$ cat config.mk
export PLATFORM = sky130hd
export DESIGN_NAME = interrupt_ack_control_8259
export DESIGN_NICKNAME = d
export VERILOG_FILES = /design/src/rtl/interrupt_ack_control_8259.sv
export SDC_FILE = /design/constraint.sdc
export NUM_CORES = 1
export LEC_CHECK = 0
export BUFFER_PORTS_ARGS = -buffer_cell sky130_fd_sc_hd__buf_2
export CORE_ASPECT_RATIO = 0.8
export CORE_MARGIN = 5
export CORE_UTILIZATION = 25
export DETAILED_ROUTE_END_ITERATION = 12
export PLACE_DENSITY = 0.49
export SYNTH_ARGS = -nofsm -noshare
export SYNTH_HDL_FRONTEND = slang
export SYNTH_SLANG_ARGS = --single-unit
$ cat constraint.sdc
create_clock -name clock -period 1.9 [get_ports clock]
set_input_delay 0.285 -clock clock [delete_from_list [all_inputs] [get_ports clock]]
set_output_delay 0.285 -clock clock [all_outputs]
set_load 0.02 [all_outputs]
$ cat src/rtl/interrupt_ack_control_8259.sv
// interrupt_ack_control_8259: INTA acknowledge sequencer, OCW2 EOI/rotate decode and vector byte generation
module interrupt_ack_control_8259 #(
    parameter logic [7:0] CALL_OPCODE = 8'hCD
) (
    input  logic        clock,
    input  logic        reset,
    input  logic        interrupt_acknowledge_n,
    input  logic        mode_8086,
    input  logic        auto_eoi,
    input  logic [4:0]  vector_base,
    input  logic [15:0] call_address,
    input  logic        address_interval_4,
    input  logic [7:0]  highest_level_in_request,
    input  logic [7:0]  highest_level_in_service,
    input  logic        write_ocw2,
    input  logic [7:0]  ocw2_data,
    output logic        latch_in_service,
    output logic [7:0]  clear_interrupt_request,
    output logic [7:0]  end_of_interrupt,
    output logic [2:0]  priority_rotate,
    output logic [7:0]  data_bus_out,
    output logic        data_bus_out_enable,
    output logic        ack_in_progress
);
    typedef enum logic [1:0] {IDLE, ACK1, ACK2, ACK3} state_t;
    state_t state;
    logic inta_d, seq_mode, spurious, rotate_in_aeoi, fall, rise, end_seq, ocw_rot_en;
    logic [7:0] acked_level, data_byte, ocw_eoi, aeoi_mask, vector_byte;
    logic [2:0] lvl, ocw_rot, cmd;
    logic unused_ok;

    function automatic logic [2:0] encode(input logic [7:0] v);
        encode = 3'd0;
        for (int i = 0; i < 8; i++)
            if (v[i]) encode = 3'(i);
    endfunction

    always_comb begin
        fall = inta_d & ~interrupt_acknowledge_n;
        rise = ~inta_d & interrupt_acknowledge_n;
        lvl = encode(acked_level);
        vector_byte = seq_mode ? {vector_base, lvl}
                    : address_interval_4 ? {call_address[7:5], lvl, 2'b00}
                    : {call_address[7:6], lvl, 3'b000};
        end_seq = rise & ((state == ACK2 & seq_mode) | state == ACK3);
        aeoi_mask = (end_seq & auto_eoi & ~spurious) ? acked_level : 8'h00;
        cmd = ocw2_data[7:5];
        // cmd[0] is the EOI bit, cmd[1] selects specific level, cmd[2] is rotate
        ocw_eoi = (!write_ocw2 || !cmd[0]) ? 8'h00
                : cmd[1] ? 8'd1 << ocw2_data[2:0] : highest_level_in_service;
        ocw_rot_en = write_ocw2 & cmd[2] & (cmd[1] | (cmd[0] & |highest_level_in_service));
        ocw_rot = cmd[1] ? ocw2_data[2:0] : encode(highest_level_in_service);
    end

    assign data_bus_out = data_bus_out_enable ? data_byte : 8'h00;
    assign unused_ok = ^{ocw2_data[4:3], call_address[4:0]};

    always_ff @(posedge clock or negedge reset) begin
        if (!reset) begin
            state <= IDLE;
            inta_d <= 1'b0;
            seq_mode <= 1'b0;
            spurious <= 1'b0;
            acked_level <= 8'h00;
            rotate_in_aeoi <= 1'b0;
            latch_in_service <= 1'b0;
            clear_interrupt_request <= 8'h00;
            end_of_interrupt <= 8'h00;
            priority_rotate <= 3'b111;
            data_bus_out_enable <= 1'b0;
            data_byte <= 8'h00;
            ack_in_progress <= 1'b0;
        end else begin
            inta_d <= interrupt_acknowledge_n;
            latch_in_service <= 1'b0;
            clear_interrupt_request <= 8'h00;
            end_of_interrupt <= ocw_eoi | aeoi_mask;
            if (ocw_rot_en)
                priority_rotate <= ocw_rot;
            else if (|aeoi_mask && rotate_in_aeoi)
                priority_rotate <= lvl;
            if (write_ocw2 && cmd[1:0] == 2'b00)
                rotate_in_aeoi <= cmd[2];
            case (state)
                IDLE: if (fall) begin
                    state <= ACK1;
                    seq_mode <= mode_8086;
                    spurious <= ~|highest_level_in_request;
                    acked_level <= |highest_level_in_request ? highest_level_in_request : 8'h80;
                    latch_in_service <= |highest_level_in_request;
                    clear_interrupt_request <= highest_level_in_request;
                    ack_in_progress <= 1'b1;
                    data_bus_out_enable <= ~mode_8086;
                    data_byte <= CALL_OPCODE;
                end
                ACK1: begin
                    data_bus_out_enable <= ~seq_mode & ~interrupt_acknowledge_n;
                    if (rise) state <= ACK2;
                end
                ACK2: begin
                    if (fall) begin
                        data_bus_out_enable <= 1'b1;
                        data_byte <= vector_byte;
                    end
                    if (rise) begin
                        data_bus_out_enable <= 1'b0;
                        state <= seq_mode ? IDLE : ACK3;
                        ack_in_progress <= ~seq_mode;
                    end
                end
                ACK3: begin
                    if (fall) begin
                        data_bus_out_enable <= 1'b1;
                        data_byte <= call_address[15:8];
                    end
                    if (rise) begin
                        data_bus_out_enable <= 1'b0;
                        state <= IDLE;
                        ack_in_progress <= 1'b0;
                    end
                end
                default: state <= IDLE;
            endcase
        end
    end
endmodule

* Yosys cells after proc, flatten, opt, wreduce, memory -nomap -nowiden
Index checks and enable logic that the tools add are counted.
Word-level totals: bits in registers 44, output and inout port bits 30
Operators by class: muxes and demuxes 45, shift operators 1, bitwise logic cells 18, reductions and logical operators 19, equal/unequal tests 10
Operators with widths (number):
- two-way mux 8 bit | 11
- two-way mux 3 bit | 14
- case mux 8 bit (3 select lines) | 1
- OR reduction 8 bit | 3
- two-way mux 2 bit | 6
- != test 2 bit, second input constant | 6
- AND reduction 4 bit | 3
- AND 1 bit | 10
- two-way mux 1 bit | 9
- OR 8 bit | 1
- case mux 2 bit (4 select lines) | 1
- << shifter 1 x 3 -> 8 bit, first input constant | 1
- two-way mux 6 bit | 1
- case mux 1 bit (3 select lines) | 2
- NOT 1 bit | 5
- equality test 2 bit, second input constant | 2
- logical NOT 2 bit | 2
- AND reduction 2 bit | 2
- logical NOT 1 bit | 3
- != test 3 x 1 -> 1 bit, second input constant | 1
- nonzero test 3 bit | 1
- equality test 2 x 1 -> 1 bit, second input constant | 1
- logical AND 1 bit | 2
- OR 1 bit | 2
- 3 further kinds | 3

* Depth between registers and ports, before layout
Gate-level depths: netlist (run 1).
word-level depth 11, mapped depth 6, mapped depth without buffers 5

* Worst setup path before layout (run 1)
Ideal clock, no wire load.
kind register -> register, from register inta_d, to register priority_rotate[2], setup time 80 ps, cell stages (with the launch flop) 6, arrival time 1697 ps, setup slack 123 ps, required time 1820 ps, path through dfrtp_1 nand3b_4 nor4b_4 nand3_2 mux2_4 a32o_1
Between the ends: word-level cells in the longest chain between the ends 9
RTL lines:
- start: declaration | line 27 | logic inta_d, seq_mode, spurious, rotate_in_aeoi, fall, rise, end_seq, ocw_rot_en;
- start signal: assignment | line 74 | inta_d <= interrupt_acknowledge_n;
- NOT 1 bit | line 40 | rise = ~inta_d & interrupt_acknowledge_n;
- AND 1 bit | line 40
- AND 1 bit | line 45 | end_seq = rise & ((state == ACK2 & seq_mode) | state == ACK3);
- AND 1 bit (2 in series) | line 46 | aeoi_mask = (end_seq & auto_eoi & ~spurious) ? acked_level : 8'h00;
- two-way mux 8 bit | line 46
- OR reduction 8 bit | line 80 | else if (|aeoi_mask && rotate_in_aeoi)
- logical AND 1 bit | line 80
- nonzero test 2 bit (no line)
- end signal: assignment | line 79 | priority_rotate <= ocw_rot;
- end signal: assignment | line 81 | priority_rotate <= lvl;
- end: declaration | line 20 | output logic [2:0] priority_rotate,
No other way between the ends. A chain may end at the register's enable or synchronous reset.

* Worst setup path in the final report (run 1)
from register acked_level[4], to register priority_rotate[2]
Between the ends: word-level cells in the longest chain between the ends 6, elaborated cells on any way between the ends 10
RTL lines:
- start: declaration | line 28 | logic [7:0] acked_level, data_byte, ocw_eoi, aeoi_mask, vector_byte;
- start signal: assignment | line 89 | acked_level <= |highest_level_in_request ? highest_level_in_request : 8'h80;
- two-way mux 3 bit (4 in series) | line 35 | if (v[i]) encode = 3'(i);
- two-way mux 3 bit | line 80
- two-way mux 3 bit | line 78 | if (ocw_rot_en)
Parallel ways exist; a longest one is shown, timed or not. The select of a mux whose other input is x is not followed.

==> results of run 1 <==
metal layers:
layer,share of wire (%),wire length [µm],global-route usage (%)
met5,0,0,0
met2,42,2680,18.2
met3,8.4,534,3.97
met1,48,3020,16.2
met4,1.6,102,3.86
kinds of logic after synthesis:
logic type,synth area share [%]
AO/OA/AOI/OAI,17.9
flip-flops,49.2
multiplexers,5.96
buffers and inverters,4.18
AND/OR/NAND/NOR,22.8
cell usage after synthesis (3+ instances only):
library cell | count | area share [%]
a21oi_1 | 12 | 2.7
a31oi_1 | 6 | 1.7
nand2b_1 | 4 | 1.1
clkbuf_1 | 8 | 1.3
mux2_2 | 7 | 3.5
nand2_1 | 27 | 4.5
o31ai_1 | 4 | 1.3
nor4_1 | 5 | 1.4
nor2b_1 | 9 | 2.5
a22o_1 | 4 | 1.6
a221oi_1 | 5 | 1.9
and2_1 | 15 | 4.2
o21ai_0 | 18 | 4.0
mux2i_1 | 4 | 1.8
dfstp_2 | 3 | 3.5
nand3_1 | 5 | 1.1
inv_1 | 11 | 1.8
o211ai_1 | 3 | 1.0
nor2_1 | 22 | 3.7
dfrtp_1 | 41 | 46
final cells by class:
| cell class | count | area, µm² | share of cell area [%] |
|---|---|---|---|
| flip-flops and latches | 44 | 1100 | 37.1 |
| multi-input cells | 170 | 1050 | 35.2 |
| repair buffers | 87 | 468 | 15.7 |
| well taps | 115 | 144 | 4.83 |
| clock buffers | 5 | 125 | 4.20 |
| clock inverters | 3 | 47.5 | 1.60 |
| inverters | 11 | 41.3 | 1.39 |
worst max-delay path, stage by stage (launching register included):
cell and delay, ns:
dfrtp_1 0.43, nor4_1 0.41, nand3_1 0.18, nand3_2 0.16, mux2_4 0.31, a32o_1 0.20
metrics by stage:
stage	total power [µW]	instances	hold slack [ns]
after floorplan	2240	235	-0.0106
after detailed placement	2710	427	0.406
final	3690	435	0.0780
after CTS	3750	435	0.0936
after global placement	2700	427	0.408
after global routing	3960	435	0.135
where the power goes:
group	switching [µW]	internal [µW]
clock	386	625
sequential	232	1210
combinational	704	534
total	1320	2370
worst paths after layout:
path / from / cells after the start / end
setup / recovery: acked_level[4]$_DFFE_PN0P_ / 5 / priority_rotate[2]$_DFFE_PN1P_
hold / removal: reset / 2 / data_bus_out_enable$_DFFE_PN0P_
setup reg to reg: acked_level[4]$_DFFE_PN0P_ / 5 / priority_rotate[2]$_DFFE_PN1P_
hold reg to reg: data_byte[5]$_DFFE_PN0P_ / 2 / data_byte[5]$_DFFE_PN0P_
max in group asynchronous: reset / 2 / data_byte[1]$_DFFE_PN0P_
min in group clock: highest_level_in_request[3] / 2 / clear_interrupt_request[3]$_DFF_PN0_
flip-flops by register name (all words and copies together), names as in the netlist, 2 cells and up:
| signal | cells |
|---|---|
| acked_level | 8 |
| clear_interrupt_request | 8 |
| data_byte | 8 |
| end_of_interrupt | 8 |
| priority_rotate | 3 |
| state | 2 |
==> results.md, run 1 <==
* Cells after Synth at 235
* Max Clk Rate at around 570 MHz
* Max_slew headroom at ~63%
* Unrepaired setup endpoints after global routing: false
* TritonRoute pass-1 iters at 4
* Dpl hpwl at around 5000 µm
* Die W at around 120 µm
* Worst Path Arrival at 1.97 ns
* # fillers at around 930
* Worst endpoint required time at between 2 and 2.5 ns
* Outcome: complete, no violations
* Total Routing Usage GR at approximately 12%
* Most frequent cells in the layout: 74 x buf_2, 41 x dfrtp_1, 27 x nand2_1
* Clk pin slew, worst setup/hold paths at ~0.070 ns
* Mean Syn Cell Area at approximately 9.6 µm²
* Pre-CTS setup slack at about 0.15 ns
* Startpoint types: register
* Vias in the first global route at about 2100
* Antenna viol nets, final at 0
* Number of synthesized flops with an enable pin at 0
* GR Overflow Total at 0
* Setup Crit Path Kind: reg -> reg
* Number of setup violations in the final report at 0
* Mapped cell area at 2250 µm²
* Final GP Congestion at 0.786
* Total Neg Setup Slack at 0 ns
* First-pass GRT wire length at a little over 10000 µm
* Reg-to-reg slack, setup at 0.14 ns
* Pleak at 0.00146 µW
* CTS Buf Count at 5
* Initial antenna violation count at 0
* HP Class: in -> async
* Die Area at between 10000 and 15000 µm²
* Crit end category: register
* Slew Limit Fails at 0
* Area Growth Syn to Fin at 32.6%
* Main synth FF type: dfrtp_1
* Worst Tran Pin Value at ~0.56 ns
* Setup slack after layout at 0.143 ns
* Fraction of layout cells with a size suffix above 1 at between 30 and 40%
* Final non-filler cell area at a little under 3000 µm²
* Pwr/cell area at approximately 1200 nW/µm²
* Area of the core at around 9000 µm²
* Routed WL per cell at ~15 µm
* Clock latency at the later pin of the worst-skew pair at ~0.29 ns
* Largest net degree at the start of global routing at 45
* Final net count at between 300 and 400
* Worst VDD drop at 0.526 mV
* H-tree Lvls at 2
* IO buf count at 74
* CTS tree: yes
* Post-CTS Setup Bufs at 0
* Placed cell areas at ~2800 µm²
* Initial Utilization at between 20% and 30%
* Ys async rst share at between 90% and 100%
* Root Buffer: clkbuf_16
* CP Max Fanout at 6
* Die Y-Extent at 94.8 µm
* Hold Buf Count CTS at 0
* Drc violations at 0
* PostCTS Resize Cnt at 0
* Core Rows at 31
* Final Hold Viols at 0
* Post-Syn Nets at approximately 290
* Vias per std cell at about 4.6
* Most common cell after layout, fill and taps aside: buf_2
* Final min period at roughly 1.8 ns
* Max-capacitance violation count at 0
* Initial DRC count at 92
* Post-synth cell types at 38
* YS warnings at 0
* WL final at 6330 µm
* N_diodes at 0
* Sequential fraction of the synthesis area at 49.2%
* Period utilization at 92.5%
* Clk sinks at between 40 and 50
* Io pins at 82
* Setup Skew at just over 0.006 ns
* Register bit count reported by yosys at 44
* Max Buffers Root-to-Sink at 2
* Util after Layout at ~33%
* DR vias at ~2000
Power figures use the tool's default switching activity.
==> run 2, diff against run 1 <==
--- a/config.mk
+++ b/config.mk
@@ -6,11 +6,12 @@
 export NUM_CORES = 1
 export LEC_CHECK = 0
 export BUFFER_PORTS_ARGS = -buffer_cell sky130_fd_sc_hd__buf_2
+export CAP_MARGIN = 20
 export CORE_ASPECT_RATIO = 0.8
 export CORE_MARGIN = 5
 export CORE_UTILIZATION = 25
 export DETAILED_ROUTE_END_ITERATION = 12
-export PLACE_DENSITY = 0.49
+export PLACE_DENSITY = 0.59
 export SYNTH_ARGS = -nofsm -noshare
 export SYNTH_HDL_FRONTEND = slang
 export SYNTH_SLANG_ARGS = --single-unit
==> run 2 against run 1 <==
Compared with the run above: non-clock buffer count down 4; register-to-register slack improved by 0.04 ns; count of clock-buffer cells in the layout did not move; wire length fell by 0.36%; die area unchanged; via count rose by 0.85%; clock power shrank 15%; global-route usage fell by 0.20 points; maximum frequency up 2.3%; largest cell class unchanged; highest routed layer unchanged.
==> results.md, run 2 (synthesized netlist as in run 1, its figures left out) <==
* Startpoint types: register
* Area of the core at roughly 8900 µm²
* Die W at 116 µm
* Worst Path Arrival at just under 2 ns
* Hold Buf Count CTS at 0
* Initial DRC count at roughly 120
* Buf+Inv Stages, Crit Path at 0
* GR Overflow Total at 0
* Period utilization at between 90% and 100%
* Worst reg2reg path depth at 5
* Routed WL per cell at between 10 and 15 µm
* Levels on crit path at 5
* Die Area at about 11000 µm²
* Root Buffer: clkbuf_16
* CTS Buf Count at 5
* Met2 GRT Util at roughly 18%
* Max Buffers Root-to-Sink at 2
* Antenna viol nets, final at 0
* IO buf count at 74
* Slew Limit Fails at 0
* Area Growth Syn to Fin at 31.0%
* TritonRoute pass-1 iters at 4
* Worst Tran Pin Value at approximately 0.6 ns
* First-pass GRT wire length at 10400 µm
* Final Hold Viols at 0
* # fillers at 951
* Vias in the first global route at between 2000 and 2500
* Crit end category: register
* M1 GR Usage at between 10% and 20%
* CP Max Fanout at 7
* Clock latency at the later pin of the worst-skew pair at 0.28 ns
* Slowest-stage cell, CP: dfrtp_1
* Gr busiest metal: met2
* Worst VDD drop at 0.440 mV
* Pwr/cell area at roughly 1200 nW/µm²
* Pleak at between 0.001 and 0.0015 µW
* Initial antenna violation count at 0
* Total Routing Usage GR at 11.8%
* HP Class: in -> async
* Outcome: complete, no violations
* Number of setup violations in the final report at 0
* Initial Utilization at 25.2%
* Kind of cell adding the most delay to the critical path: simple AND/OR/NAND/NOR gates
* N_diodes at 0
* Final hold slack at around 0.08 ns
* Worst path cell trace: nand3b_4, nor4b_4, nand3_2, mux2_4, a32o_1
* Total Neg Setup Slack at 0 ns
* Met3 usage at 3.20%
* Clk sinks at 44
* Unrepaired setup endpoints after global routing: false
* DR vias at between 2000 and 2500
* Setup Crit Path Kind: reg -> reg
* Io pins at 82
* FF/Latch Area at 1100 µm²
* Util after Layout at 33.0%
* Final min period at around 1.7 ns
* Drc violations at 0
* Largest net degree at the start of global routing at 45
* Dpl hpwl at just under 5000 µm
* Die Y-Extent at between 90 and 100 µm
* Footprint of the multi-input gates at ~1100 µm²
* Setup Skew at 0.00694 ns
* Worst endpoint required time at about 2.1 ns
* Critical path's largest stage delay at approximately 0.45 ns
* WL final at 6310 µm
* Core Rows at 31
* Max-capacitance violation count at 0
* Final net count at roughly 370
* Most common cell after layout, fill and taps aside: buf_2
* Fraction of layout cells with a size suffix above 1 at 33.9%
* Most frequent cells in the layout: 74 x buf_2, 41 x dfrtp_1, 27 x nand2_1
* Vias per std cell at 4.70
* Post-CTS Setup Bufs at 0
* Final GP Congestion at roughly 0.85
* Max Clk Rate at approximately 580 MHz
* CTS tree: yes
* Max_slew headroom at ~60%
* H-tree Lvls at 2
* Clk pin slew, worst setup/hold paths at approximately 0.070 ns
run 2: changes by cell type in the layout (fill, tap and decap cells not counted), sizes merged:
| cell | delta |
|---|---|
| bufinv | -1 |
| buf | -4 |
| clkinv | -1 |
| clkinvlp | +2 |
run 2: timing repair:
| action | in CTS | in global routing |
|---|---|---|
| endpoints found under the hold margin | 0 | 0 |
| resized for setup | 0 | 1 |
| endpoints found under the setup margin | 0 | 1 |
run 2: path summary, 6_finish.rpt:
path                                          start                              to  slack [ns]
max                                inta_d$_DFF_PN0_  priority_rotate[2]$_DFFE_PN1P_        0.18
min                                           reset     ack_in_progress$_DFFE_PN0P_        0.08
max reg2reg                        inta_d$_DFF_PN0_  priority_rotate[2]$_DFFE_PN1P_        0.18
min reg2reg                data_byte[5]$_DFFE_PN0P_        data_byte[5]$_DFFE_PN0P_        0.48
max in group asynchronous                     reset  priority_rotate[1]$_DFFE_PN1P_        1.43
min in group clock          interrupt_acknowledge_n                inta_d$_DFF_PN0_        0.23
run 2: report_power, final:
group | internal (µW) | switching [µW]
sequential | 1210 | 265
combinational | 519 | 690
clock | 489 | 368
run 2: cell type report:
| type | count | share of cell area, % |
|---|---|---|
| multi-input combinational | 170 | 35.8 |
| clock buffer | 5 | 4.25 |
| clock inverter | 3 | 0.807 |
| tap | 115 | 4.89 |
| sequential | 44 | 37.5 |
| inverter | 11 | 1.40 |
| timing repair buffer | 83 | 15.3 |
run 2: metal layers:
layer	share of wire [%]	wire (µm)	vias up
li1	-	-	989
met2	43	2720	78
met5	0	0	-
met3	8.2	517	2
met4	0.21	13	0
met1	49	3060	956
run 2: through the flow:
stage | cell area [µm²] | worst slack, ns | std cells | power, µW
after floorplan | 2250 | 0.123 | 235 | 2240
after global placement | 2790 | 0.199 | 423 | 2660
after detailed placement | 2790 | 0.172 | 423 | 2700
after CTS | 2940 | 0.153 | 431 | 3570
after global routing | 2940 | 0.0684 | 431 | 3820
final | 2940 | 0.182 | 431 | 3540
